`src/rtl/dac_sample_scheduler.sv`:
```
// Paces producer samples into the DAC datapath: a small FIFO, one release per OSR clocks,
// sticky underrun, and click-free ramps between midscale and the stream on enable/disable.
module dac_sample_scheduler #(
  parameter int DATA_W     = 8,
  parameter int OSR        = 64,
  parameter int FIFO_DEPTH = 4,
  parameter int RAMP_STEP  = 1
) (
  input  logic                          clk,
  input  logic                          reset,
  input  logic                          enable,
  input  logic                          s_valid,
  input  logic [DATA_W-1:0]             s_data,
  output logic                          s_ready,
  input  logic                          clear_underrun,
  output logic [DATA_W-1:0]             dac_data,
  output logic                          dac_load,
  output logic                          underrun,
  output logic [$clog2(FIFO_DEPTH):0]   fifo_level,
  output logic [1:0]                    state
);

  localparam int AW = $clog2(FIFO_DEPTH);
  localparam int LW = AW + 1;
  localparam int CW = (OSR > 1) ? $clog2(OSR) : 1;
  localparam logic [DATA_W-1:0] MID     = {1'b1, {(DATA_W-1){1'b0}}};
  localparam logic [DATA_W:0]   STEP_X  = (DATA_W+1)'(RAMP_STEP);
  localparam logic [CW-1:0]     CNT_TOP = CW'(OSR - 1);

  typedef enum logic [1:0] {
    IDLE      = 2'b00,
    RAMP_UP   = 2'b01,
    RUN       = 2'b10,
    RAMP_DOWN = 2'b11
  } state_t;

  // Move cur one ramp step toward tgt in widened unsigned math, landing exactly on tgt when close.
  function automatic logic [DATA_W-1:0] step_toward(input logic [DATA_W-1:0] cur,
                                                   input logic [DATA_W-1:0] tgt);
    logic [DATA_W:0] c;
    logic [DATA_W:0] t;
    logic [DATA_W:0] r;
    c = {1'b0, cur};
    t = {1'b0, tgt};
    if (c < t) begin
      if ((t - c) <= STEP_X) r = t;
      else                   r = c + STEP_X;
    end else begin
      if ((c - t) <= STEP_X) r = t;
      else                   r = c - STEP_X;
    end
    return r[DATA_W-1:0];
  endfunction

  state_t              state_r, state_n;
  logic [DATA_W-1:0]   dac_r, dac_n;
  logic                load_r, load_n;
  logic                urun_r;
  logic [CW-1:0]       cnt_r;
  logic [DATA_W-1:0]   mem_r [FIFO_DEPTH];
  logic [AW-1:0]       wr_ptr_r, rd_ptr_r;
  logic [LW-1:0]       level_r;

  logic                tick_s, full_s, empty_s, flush_s, push_s, pop_s, urun_set_s;
  logic [DATA_W-1:0]   head_s, up_step_s, down_step_s;

  assign tick_s      = (state_r != IDLE) && (cnt_r == CNT_TOP);
  assign full_s      = (level_r == LW'(FIFO_DEPTH));
  assign empty_s     = (level_r == {LW{1'b0}});
  assign flush_s     = (state_r == IDLE) && !enable;
  assign s_ready     = reset && !full_s && !flush_s;
  assign push_s      = s_valid && s_ready;
  assign head_s      = mem_r[rd_ptr_r];
  assign up_step_s   = step_toward(dac_r, head_s);
  assign down_step_s = step_toward(dac_r, MID);

  assign dac_data   = dac_r;
  assign dac_load   = load_r;
  assign underrun   = urun_r;
  assign fifo_level = level_r;
  assign state      = state_r;

  // Tick divider: free-runs only outside IDLE so the first release lands OSR clocks after start.
  always_ff @(posedge clk or negedge reset) begin
    if (!reset)                 cnt_r <= {CW{1'b0}};
    else if (state_r == IDLE)   cnt_r <= {CW{1'b0}};
    else if (tick_s)            cnt_r <= {CW{1'b0}};
    else                        cnt_r <= cnt_r + CW'(1);
  end

  // Sample storage; contents are qualified by the level counter so no reset is needed.
  always_ff @(posedge clk) begin
    if (push_s) mem_r[wr_ptr_r] <= s_data;
  end

  // FIFO pointers and occupancy, flushed whenever the block is parked.
  always_ff @(posedge clk or negedge reset) begin
    if (!reset) begin
      wr_ptr_r <= {AW{1'b0}};
      rd_ptr_r <= {AW{1'b0}};
      level_r  <= {LW{1'b0}};
    end else if (flush_s) begin
      wr_ptr_r <= {AW{1'b0}};
      rd_ptr_r <= {AW{1'b0}};
      level_r  <= {LW{1'b0}};
    end else begin
      if (push_s) wr_ptr_r <= wr_ptr_r + AW'(1);
      if (pop_s)  rd_ptr_r <= rd_ptr_r + AW'(1);
      case ({push_s, pop_s})
        2'b10:   level_r <= level_r + LW'(1);
        2'b01:   level_r <= level_r - LW'(1);
        default: level_r <= level_r;
      endcase
    end
  end

  // Next-state and tick-time output decisions; a disable on a tick is served as a ramp-down step.
  always_comb begin
    state_n    = state_r;
    dac_n      = dac_r;
    load_n     = 1'b0;
    pop_s      = 1'b0;
    urun_set_s = 1'b0;
    case (state_r)
      IDLE: begin
        dac_n = MID;
        if (enable) state_n = RAMP_UP;
        else        state_n = IDLE;
      end
      RAMP_UP, RUN: begin
        if (!enable) begin
          if (tick_s) begin
            load_n = 1'b1;
            dac_n  = down_step_s;
            if (down_step_s == MID) state_n = IDLE;
            else                    state_n = RAMP_DOWN;
          end else begin
            state_n = RAMP_DOWN;
          end
        end else if (tick_s) begin
          load_n = 1'b1;
          if (empty_s) begin
            urun_set_s = (state_r == RUN);
          end else if (state_r == RUN) begin
            pop_s = 1'b1;
            dac_n = head_s;
          end else begin
            dac_n = up_step_s;
            if (up_step_s == head_s) begin
              pop_s   = 1'b1;
              state_n = RUN;
            end else begin
              state_n = RAMP_UP;
            end
          end
        end else begin
          state_n = state_r;
        end
      end
      RAMP_DOWN: begin
        if (tick_s) begin
          load_n = 1'b1;
          dac_n  = down_step_s;
          if (down_step_s == MID) state_n = IDLE;
          else                    state_n = RAMP_DOWN;
        end else begin
          state_n = RAMP_DOWN;
        end
      end
      default: begin
        state_n = IDLE;
        dac_n   = MID;
      end
    endcase
  end

  // Registered control state and DAC-facing outputs; a new underrun wins over a clear.
  always_ff @(posedge clk or negedge reset) begin
    if (!reset) begin
      state_r <= IDLE;
      dac_r   <= MID;
      load_r  <= 1'b0;
      urun_r  <= 1'b0;
    end else begin
      state_r <= state_n;
      dac_r   <= dac_n;
      load_r  <= load_n;
      if (urun_set_s)          urun_r <= 1'b1;
      else if (clear_underrun) urun_r <= 1'b0;
      else                     urun_r <= urun_r;
    end
  end

endmodule

```
`config.mk`:
```
export PLATFORM = sky130hd
export DESIGN_NAME = dac_sample_scheduler
export DESIGN_NICKNAME = d
export VERILOG_FILES = /design/src/rtl/dac_sample_scheduler.sv
export SDC_FILE = /design/constraint.sdc
export NUM_CORES = 1
export LEC_CHECK = 0
export CAP_MARGIN = 20
export CORE_MARGIN = 4
export CORE_UTILIZATION = 55
export DETAILED_ROUTE_END_ITERATION = 8
export PLACE_DENSITY_LB_ADDON = 0.3
export SLEW_MARGIN = 10
export SYNTH_ARGS = -nofsm -noshare
export SYNTH_HDL_FRONTEND = slang
export SYNTH_SLANG_ARGS = --single-unit
```
`constraint.sdc`:
```
create_clock -name clk -period 7.65 [get_ports clk]
set_input_delay 1.1475 -clock clk [delete_from_list [all_inputs] [get_ports clk]]
set_output_delay 1.1475 -clock clk [all_outputs]
set_load 0.005 [all_outputs]
```
# Word-level counts from Yosys, hierarchy flattened
# Memory sizes are Yosys's and may differ from the RTL's.
# Index checks and enable logic that the tools add are counted.
# Widths: inputs -> output; s select.
# word_totals
register_bits	25
mem_bits_rw	32
input_bits	13
output_inout_bits	16
memories	1
# memory_table
name	words	word_bits	read_ports	rd_clocked_by_memory_dff	wr	line_no	rtl
mem_r	4	8	1	0	1	60	logic [DATA_W-1:0] mem_r [FIFO_DEPTH];
# classes
n_addsub	11
n_lt_le_gt_ge	6
n_eq_ne	12
n_mux	45
reduce_logical	19
# ops
operator	n
$mux 8	11
$le 9x1->1 const B	4
$pmux 8 s3	1
$mux 2	11
$sub 8x8->9	2
$mux 1	17
$mux 6	2
$ne 3x3->1 const B	3
$sub 8x8->9 const A	1
$sub 8x8->9 const B	1
$add 8x1->8 const B	1
$eq 8x8->1	1
$eq 8x8->1 const B	1
$lt 8x8->1	1
$lt 8x8->1 const B	1
$reduce_bool 2->1	4
$sub 8x1->8 const B	1
$add 6x1->6 const B	1
$eq 2x2->1 const B	3
$eq 6x6->1 const B	1
$pmux 2 s3	1
$pmux 3 s2	1
$logic_and 1x1->1	5
$add 2x1->2 const B	2
other kinds (13)	16

# Depth between registers and ports, before layout
# An unclocked memory read counts as a cell.
# logic_depth
word_depth	15
mapped_depth	19

# Worst setup path before layout
# OpenSTA, ideal clock, no wires.
# synth_path
path_type	flip-flop to flip-flop
from	register rd_ptr_r[0]
to	register level_r[1] (netlist: fifo_level[1])
setup_time_ps	127
arrival_ps	4237
path_slack_ps	3286
path_stages_with_launch	19
n_path_buf	1
period_less_slack_ps	4364
cell_sequence	dfrtp_1 -> buf_6 -> mux4_2 -> ha_1 -> inv_1 -> fa_1 -> nor3_1 -> o2111ai_1 -> or4_1 -> o21ai_1 -> o22a_2 -> a21oi_2 -> nor3_1 -> fa_1 -> nand2_1 -> nor3_1 -> a31oi_1 -> o311a_1 -> o211ai_2
# synth_between
elab_chain_cells	15
word_cells_on_any_way	21
classes_between	add/sub: 2; order compare: 3; eq/ne: 3; mux: 11; reduce/logical: 1; memory: 1
# synth_rtl
item	line_no	rtl
start: declaration	61	logic [AW-1:0] wr_ptr_r, rd_ptr_r;
start signal: assignment	100	rd_ptr_r <= {AW{1'b0}};
start signal: assignment	104	rd_ptr_r <= {AW{1'b0}};
start signal: assignment	108	if (pop_s) rd_ptr_r <= rd_ptr_r + AW'(1);
$mem_v2 4x8 *	--	
$sub 8x8->9 (on tied branches)	49, 46	
$le 9x1->1 (on tied branches)	49, 46	
$mux 8 (on tied branches)	49, 46	
$mux 8	45	if (c < t) begin
$eq 8x8->1 *	149	if (up_step_s == head_s) begin
$mux 1 *	149	
$mux 1 *	144	end else if (state_r == RUN) begin
$mux 1 *	142	if (empty_s) begin
$mux 1 *	140	end else if (tick_s) begin
$mux 1 *	131	if (!enable) begin
$mux 1 *	124	case (state_r)
$eq 2x1->1 / $eq 2x2->1 (equally long branches)	109	case ({push_s, pop_s})
$pmux 3 s2	109	
$mux 3	102	end else if (flush_s) begin
end signal: assignment	101	level_r <= {LW{1'b0}};
end signal: assignment	110	2'b10: level_r <= level_r + LW'(1);
end signal: assignment	111	2'b01: level_r <= level_r - LW'(1);
end: declaration	62	logic [LW-1:0] level_r;
# Mark *: on every way between the ends. The rest lies on a longest branch, timed or not.
# A chain may end at the register's enable or synchronous reset.

# Worst setup path in the final report
# Same ends and word-level chain as after synthesis.

==> qor.csv <==
metric,value,unit
outcome,finished clean,
routed_wl,11.7,mm
antenna_found_initial,0,
cap_viol_max_count,0,
cp-startpoint,rd_ptr_r[0],
crit_type,reg -> reg,
synth_area_leaders,"edfxtp_1 20%, dfrtp_1 13%, ha_1 8.5%, xnor2_1 4.9%, a21oi_1 3.8%",
hold_path.class,reg -> reg,
synth_top_cell_area_share,0.205,
synth_flop_cell,edfxtp_1,
coreArea,8260,µm²
ys_seq_area_frac,0.339,
final_antenna_net_count,0,
slew_violations,0,
setup_viol,0,
rows,33,
slew_headroom,0.469,
grt_pass1_wl,19.5,mm
worstPathArrival,5.70,ns
dr.first_iter.drc_count,299,
drc_errors,0,
async_flop_share,0.439,
fin_area,5190,µm²
die_w,100,µm
cp-end-kind,flip-flop,
clk_pin_slew_worst_paths,0.07,ns
gp_congestion,0.979,
syn-cell-area,4690,µm²
grt_max_degree,29,
synth_edf_count,32,
rsz0062_at_grt,false,
start_util,0.568,
final.period_utilization,0.716,
ys_ff_latch,57,
dpl_cell_area,4990,µm²
synth_most_common_cell,nor2_1,
use_met1,0.324,
worstPathRequired,7.87,ns
diodes,0,
ys_warn_count,0,
syn_to_final_growth,10.6,%
start_kind,flip-flop,
htree_levels,3,
p_per_area,333,nW/µm²
cts_max_path_buffers,2,
vias_per_cell,6.46,
num_vias,3994,
ir_drop,174,µV
hold_violations,0,
dieArea,10100,µm²
cts_tree,built,
fin_skew,0.00808,ns
met3_usage,0.0549,
grt_pass1_vias,3854,
min_from,cnt_r[0],
cts_setup_buffers,0,
cts_resized,0,
fmax,0.183,GHz
dp_cells,602,
final_cells,618,
worstMarginPinSlew,0.792,ns
grt_usage,0.245,
overflow,0,
clock_sinks,57,
drt_pass1_iterations,5,
synth_commonest_cells,"41 x nor2_1, 36 x a21oi_1, 32 x edfxtp_1, 32 x ha_1, 31 x inv_1",
cts_hold_buffers,0,
critPathMaxFanout,12,
num-nets-final,556,
reg2reg_from,rd_ptr_r[0],
syn-instance-count,490,
place_hpwl,8.81,mm
die_h,100,µm
synth.distinct_cells,75,
synth_top_area_cell,edfxtp_1,
cts-root-buf,clkbuf_8,
synth_nets,538,
ios,29,
numCtsBuffers,9,
leakage,0.00193,µW
synth_area_per_cell,9.57,µm²
gr-usage-met2,0.384,
portBuffers,28,
min_period,5.48,ns
drive_gt1_frac,0.109,
busiest_layer,met2,
tns,0,ns
wl_per_cell,19.0,µm
clock_latency,0.33,ns
[metal layers]
layer	vias up	part of all wire
li1	1840	-
met1	1933	0.42
met2	188	0.47
met3	33	0.084
met4	0	0.031
met5	-	0
[worst paths after layout]
kind / slack (ns) / cells past startpoint / to
max in group asynchronous: 6.15 / 2 / dac_data[7]
hold reg to reg: 0.47 / 1 / cnt_r[0]
min in group asynchronous: 1.20 / 2 / underrun
hold / removal: 0.47 / 1 / cnt_r[0]
setup / recovery: 2.17 / 17 / fifo_level[1]
setup reg to reg: 2.17 / 17 / fifo_level[1]
[cells in the final DEF (no fill, tap or decap), types with 5 or more instances in the layout]
cell type	synthesis	layout
o22ai_1	10	10
clkdlybuf4s50_1	0	28
a31oi_1	6	6
and2_1	9	9
or2_2	6	6
ha_1	32	32
nand3_1	10	10
a21oi_1	36	36
nand2_1	29	29
mux4_2	8	8
o221ai_1	5	5
nor3_1	9	9
inv_1	31	31
o21ai_0	24	24
xor2_1	6	6
dfrtp_1	24	24
edfxtp_1	32	32
clkbuf_8	0	9
nand2b_1	5	5
nand3b_1	6	6
xnor2_1	26	26
o211ai_1	7	7
nor2_1	41	41
[metrics by stage]
stage	total power (µW)	setup slack (ns)	util	hold WS, ns
final	1730	2.17	0.628	0.470
after global routing	1860	1.76	0.628	0.500
after CTS	1720	2.19	0.628	0.474
after detailed placement	1430	2.20	0.605	0.464
after global placement	1420	2.38	0.605	0.445
after floorplan	1190	3.29	-	0.430
[area by class of cell]
cell class | count | area (µm²)
flip-flops and latches | 57 | 1590
clock buffers | 10 | 128
fillers | 696 | 3070
repair buffers | 30 | 295
well taps | 105 | 131
inverters | 34 | 128
clock inverters | 6 | 67.6
multi-input cells | 376 | 2850
[kinds of logic after synthesis]
family | synth area share
multiplexers | 0.0566
flip-flops | 0.339
AO/OA/AOI/OAI | 0.195
AND/OR/NAND/NOR | 0.181
adder cells (fa/ha/maj) | 0.0982
buffers and inverters | 0.0534
XOR/XNOR | 0.0774
[power breakdown]
part | total (µW) | internal [µW] | leakage [µW] | switching [µW]
Sequential | 459 | 382 | 0.000616 | 77.2
Clock | 275 | 151 | 0.0000929 | 124
Combinational | 994 | 413 | 0.00122 | 581
Total | 1730 | 946 | 0.00193 | 782
[critical path, stage by stage (launching register included)]
cell	delay, ns
dfrtp_1	0.69
mux4_2	0.63
ha_1	0.22
inv_1	0.07
fa_1	0.40
nor3_1	0.22
o2111ai_1	0.13
or4_1	0.59
o21ai_1	0.66
o22a_2	0.32
a21oi_2	0.11
nor3_1	0.25
fa_1	0.50
nand2_1	0.09
nor3_1	0.06
a31oi_1	0.16
o311a_1	0.20
o211ai_2	0.07
[state kept, by name, indices dropped and copies added (netlist names)]
name and count:
mem_r 32, cnt_r 6, wr_ptr_r 2, rd_ptr_r 2, underrun 1, state 2
dac_load 1, fifo_level 3, dac_data 8
Note: power is estimated with default switching activity, not from simulation.
